$ cat config.mk
export PLATFORM = sky130hd
export DESIGN_NAME = alu_op_sequencer
export DESIGN_NICKNAME = d
export VERILOG_FILES = /design/src/rtl/alu_op_sequencer.sv
export SDC_FILE = /design/constraint.sdc
export NUM_CORES = 1
export LEC_CHECK = 0
export CAP_MARGIN = 15
export CELL_PAD_IN_SITES_DETAIL_PLACEMENT = 0
export CELL_PAD_IN_SITES_GLOBAL_PLACEMENT = 1
export CORE_UTILIZATION = 33
export DETAILED_ROUTE_END_ITERATION = 8
export GPL_ROUTABILITY_DRIVEN = 0
export PLACE_DENSITY = 0.85
export SLEW_MARGIN = 15
export SYNTH_ARGS = -nofsm -noshare
export SYNTH_HDL_FRONTEND = slang
export SYNTH_SLANG_ARGS = --single-unit
$ cat constraint.sdc
create_clock -name clk -period 2.4 [get_ports clk]
set_input_delay 0.48 -clock clk [delete_from_list [all_inputs] [get_ports clk]]
set_output_delay 0.48 -clock clk [all_outputs]
set_load 0.02 [all_outputs]
$ cat src/rtl/alu_op_sequencer.sv
// Four-state sequencer (IDLE/READ/EXEC/WRITE) driving one ALU op per instruction.
// Define ALU_SEQ_PERF_EN to add the OpCount completion counter.
module alu_op_sequencer #(
    parameter int         DATA_W    = 8,
    parameter int         ADDR_W    = 2,
    parameter logic [3:0] NOWB_MASK = 4'b0000
) (
    input  logic              clk,
    input  logic              rst,
    input  logic              InsValid,
    output logic              InsReady,
    input  logic [1:0]        InsOp,
    input  logic [ADDR_W-1:0] InsDst,
    input  logic [ADDR_W-1:0] InsSrcA,
    input  logic [ADDR_W-1:0] InsSrcB,
    output logic [ADDR_W-1:0] RFrdAddrA,
    output logic [ADDR_W-1:0] RFrdAddrB,
    input  logic [DATA_W-1:0] RFrdDataA,
    input  logic [DATA_W-1:0] RFrdDataB,
    output logic              RFwrEn,
    output logic [ADDR_W-1:0] RFwrAddr,
    output logic [DATA_W-1:0] RFwrData,
    output logic [1:0]        InsSel,
    output logic [DATA_W-1:0] ALUinA,
    output logic [DATA_W-1:0] ALUinB,
    input  logic [DATA_W-1:0] ALUout,
    input  logic              CO,
    input  logic              Z,
    output logic              FlagC,
    output logic              FlagZ,
    output logic              Busy,
    output logic              Done
`ifdef ALU_SEQ_PERF_EN
    ,
    output logic [15:0]       OpCount
`endif
);

    typedef enum logic [1:0] {
        IDLE  = 2'd0,
        READ  = 2'd1,
        EXEC  = 2'd2,
        WRITE = 2'd3
    } state_t;

    state_t            state;
    logic [1:0]        op_q;
    logic [ADDR_W-1:0] dst_q;
    logic [ADDR_W-1:0] srca_q;
    logic [ADDR_W-1:0] srcb_q;
    logic              co_q;
    logic              z_q;
    logic              wr_q;

    assign InsReady  = (state == IDLE);
    assign Busy      = ~InsReady;
    assign RFrdAddrA = srca_q;
    assign RFrdAddrB = srcb_q;
    // Reset landing in WRITE must suppress the write in that same cycle
    assign RFwrEn    = wr_q & ~rst;

    always_ff @(posedge clk) begin
        if (rst) begin
            state    <= IDLE;
            op_q     <= '0;
            dst_q    <= '0;
            srca_q   <= '0;
            srcb_q   <= '0;
            co_q     <= 1'b0;
            z_q      <= 1'b0;
            wr_q     <= 1'b0;
            InsSel   <= '0;
            ALUinA   <= '0;
            ALUinB   <= '0;
            RFwrAddr <= '0;
            RFwrData <= '0;
            FlagC    <= 1'b0;
            FlagZ    <= 1'b0;
            Done     <= 1'b0;
        end else begin
            Done <= 1'b0;
            wr_q <= 1'b0;
            case (state)
                IDLE: begin
                    if (InsValid) begin
                        op_q   <= InsOp;
                        dst_q  <= InsDst;
                        srca_q <= InsSrcA;
                        srcb_q <= InsSrcB;
                        state  <= READ;
                    end
                end
                READ: begin
                    ALUinA <= RFrdDataA;
                    ALUinB <= RFrdDataB;
                    InsSel <= op_q;
                    state  <= EXEC;
                end
                EXEC: begin
                    RFwrData <= ALUout;
                    RFwrAddr <= dst_q;
                    co_q     <= CO;
                    z_q      <= Z;
                    wr_q     <= ~NOWB_MASK[op_q];
                    Done     <= 1'b1;
                    state    <= WRITE;
                end
                WRITE: begin
                    FlagC <= co_q;
                    FlagZ <= z_q;
                    state <= IDLE;
                end
                default: state <= IDLE;
            endcase
        end
    end

`ifdef ALU_SEQ_PERF_EN
    logic [15:0] op_count;

    assign OpCount = op_count;

    always_ff @(posedge clk) begin
        if (rst)
            op_count <= '0;
        else if (Done)
            op_count <= op_count + 16'd1;
    end
`endif

endmodule

Word level (Yosys, flattened, before mapping). Index checks and enable logic that the tools add are counted. W data, S select, Z words.

Mux-type cells: 5. Equality and inequality tests: 4. $lt $le $gt $ge: 1. Reductions and logical operators: 3. Bitwise logic cells: 5.

Operators with widths (number): $pmux W2 S4 (1); $eq A2 B2 Y1 const B (2); $not A1 Y1 (4); $lt A2 B3 Y1 const B (1); $bmux W1 S2 (1); $eq A2 B1 Y1 const B (1); $logic_not A2 Y1 (1); $mux W1 (2); $mux W2 (1); $ne A2 B2 Y1 const B (1); $reduce_and A2 Y1 (1); $reduce_or A2 Y1 (1); $and A1 B1 Y1 (1).

Logic and storage cells: 34. Input port bits: 37. Register bits after elaboration: 44. Output and inout port bits: 38.

Logic depth before layout (Yosys ltp).
Depth after elaboration: 3. Depth in mapped cells: 6. Mapped depth without buffers: 5.

Worst setup path before layout. No wires, ideal clock.

Path type: reg2out. Start: register state[0]. End: output Busy. Path slack: 0.921 ns. Data arrival time: 0.999 ns. Path buffers: 1. Stages on the path, launching flop included: 5. Data required time: 1.920 ns. Cells stage by stage: dfxtp_1 -> inv_1 -> ha_1 -> buf_4 -> inv_1.

Cells in the longest elaborated chain, start to end: 2.

RTL lines: start, declared (line 46) `state_t state;`; start signal, assigned (line 64) `state <= IDLE;`; start signal, assigned (line 90) `state <= READ;`; start signal, assigned (line 97) `state <= EXEC;`; $logic_not A2 Y1 (line 55) `assign InsReady = (state == IDLE);`; $not A1 Y1 (line 56) `assign Busy = ~InsReady;`; end, declared (line 31) `output logic Busy,`.

No other way between the ends.

Final worst setup path.
Start: register state[1]. End: output Busy.

Same word-level chain as after synthesis.

==> metrics.cfg <==
[global_routing]
track_usage_pct = 14.4
grt_overflow = 0
grt_pass1_vias = 1340
grt_antenna_before_repair = 0
grt_max_degree = 45
grt_pass1_wl_mm = 5.91

[synthesis]
synth_area_um2 = 1690
synth_seq_cells = 44
avgSynthCellArea_um2 = 10.4
synth_cell_types = 16
async_flop_share_pct = 0
synth_top_area_share_pct = 52.1
syn_inst = 162
ys_seq_area_share_pct = 52.1
netlist_top_cells_area = dfxtp_1, mux2i_1, nor2_1, ha_1, a21oi_1
synth_nets = 205
yosys_most_used_dff = dfxtp_1
synth_largest_area_cell = dfxtp_1
synth_common_cells = dfxtp_1, nor2_1, mux2i_1
yosysMostFrequentCell = dfxtp_1
synth-edff-count = 0
ys_warn_count = 0

[placed_design]
numPortBuffers = 74
placed_cells = 298
dpl.hpwl_mm = 2.49

[final_layout]
final_nets = 281
drive_above_1_share_pct = 7.53
syn2layout_area_growth_pct = 53.1
antennaDiodeCount = 0
fin_util_pct = 53.7
nFillCells = 468
final_cells = 306

[power_and_ir_drop]
powerDensity_nw_per_um2 = 1010
ir_worst_vdd_uv = 540
p_leak_uw = 0.000999
p_total_uw = 2620

[timing]
setup-tns-final_ns = 0
rsz0062_at_grt = no
max_freq_mhz = 466
period_needed_ns = 2.15
hold_viol = 0
slew_violations = 0
finalSetupViolCount = 0
skew_ns = 0.00506
tightest_slew_ns = 0.457
min_period_over_period_pct = 89.5
relSlewSlack_pct = 69.5

[routing]
first_pass_iters = 4
routed_wl_mm = 3.56
postRouteAntennaNets = 0
wl_per_cell_um = 11.6
drtIter0Drc = 31
dr_total_vias = 1334
routed_via_density = 4.36
drt_drc_violations_left = 0

[cts]
post_cts_resized = 0
tritoncts = yes
clk_latency_ns = 0.30
cts_num_sinks = 44
post_cts_buffers = 0
cts_max_path_buffers = 2
cts_buffers = 5
root_buffer = clkbuf_8
cts_max_level = 2
clk_pin_slew_ns = 0.08
cts_hold_buf = 0

[hold_path]
hp-class = reg -> reg

[worst_setup_path]
cp-end-kind = output pin
worst-path-max-fanout = 5
crit_arrival_ns = 1.67
startpoint_type = flop
path_class = reg -> out
crit_required_ns = 1.92

[status]
status = finished, final reports clean

[die]
die_height_um = 73.5
core_area_um2 = 4820
die_w_um = 73.5
io_pins = 75
dieArea_um2 = 5410
rows = 25
initial_core_util_pct = 35.1

[run]
cap_violations = 0

-- metrics by stage --
step	worst slack, ns	hold WS, ns	area, um2
after floorplan	0.921	0.436	1690
after global placement	0.584	0.442	2460
after detailed placement	0.567	0.448	2460
after CTS	0.218	0.457	2590
after global routing	0.135	0.492	2590
final	0.253	0.456	2590
-- final timing paths --
path / start / end / slack (ns) / depth (start not counted)
hold reg to reg: op_q[1] / op_q[1] / 0.46 / 2
hold / removal: op_q[1] / op_q[1] / 0.46 / 2
setup reg to reg: state[1] / state[1] / 1.03 / 6
setup / recovery: state[1] / Busy / 0.25 / 4
-- cells in the final DEF, fill, tap and decap left out --
cell type	Yosys	routed
clkdlybuf4s50_1	0	73
dfxtp_1	44	44
nor2_1	35	35
mux2i_1	33	33
nand3_1	8	8
nand2_1	8	8
a21oi_1	8	8
clkbuf_8	0	7
ha_1	6	6
buf_4	2	6
inv_1	3	3
nor2b_1	3	3
nand2b_4	1	1
a211oi_2	1	1
nand2_4	1	1
bufinv_16	0	1
buf_2	5	1
-- layout make-up --
class | count | area [um2] | share of cell area [%]
Tap cell | 67 | 83.8 | 3.24
Sequential cell | 44 | 881 | 34.1
Multi-Input combinational cell | 104 | 703 | 27.2
Clock buffer | 7 | 96.3 | 3.73
Inverter | 3 | 11.3 | 0.435
Timing Repair Buffer | 80 | 781 | 30.2
Clock inverter | 1 | 30.0 | 1.16
-- metal layers --
metal	vias up	routed length [um]	part of all wire, %	GRT usage [%]
met5	-	0	0	0
met4	0	34	0.96	4.49
met3	4	368	10	7.00
met2	50	1540	43	23.5
met1	601	1610	45	16.5
li1	679	-	-	-
-- critical path, cell delays in order, from the launching register on --
cell	delay, ns
dfxtp_1	0.41
inv_1	0.11
ha_1	0.21
inv_1	0.06
clkdlybuf4s50_1	0.59
-- where the power goes --
part / internal (uW) / switching [uW]
combinational: 530 / 538
clock: 367 / 247
sequential: 869 / 73.7
-- sequential cells by signal, indices dropped and copies added (netlist names) --
signal,flops
wr_q,1
RFrdAddrB,2
op_q,2
InsSel,2
Done,1
state,2
FlagC,1
RFrdAddrA,2
dst_q,2
FlagZ,1
RFwrAddr,2
ALUinA,8
z_q,1
RFwrData,8
ALUinB,8
co_q,1
-- logic make-up after synthesis --
| group | share of synthesized area (%) |
|---|---|
| AO/OA/AOI/OAI | 3.11 |
| adder cells (fa/ha/maj) | 4.44 |
| buffers and inverters | 6.22 |
| flip-flops | 52.1 |
| multiplexers | 19.6 |
| AND/OR/NAND/NOR | 14.5 |
Power figures use the tool's default switching activity.
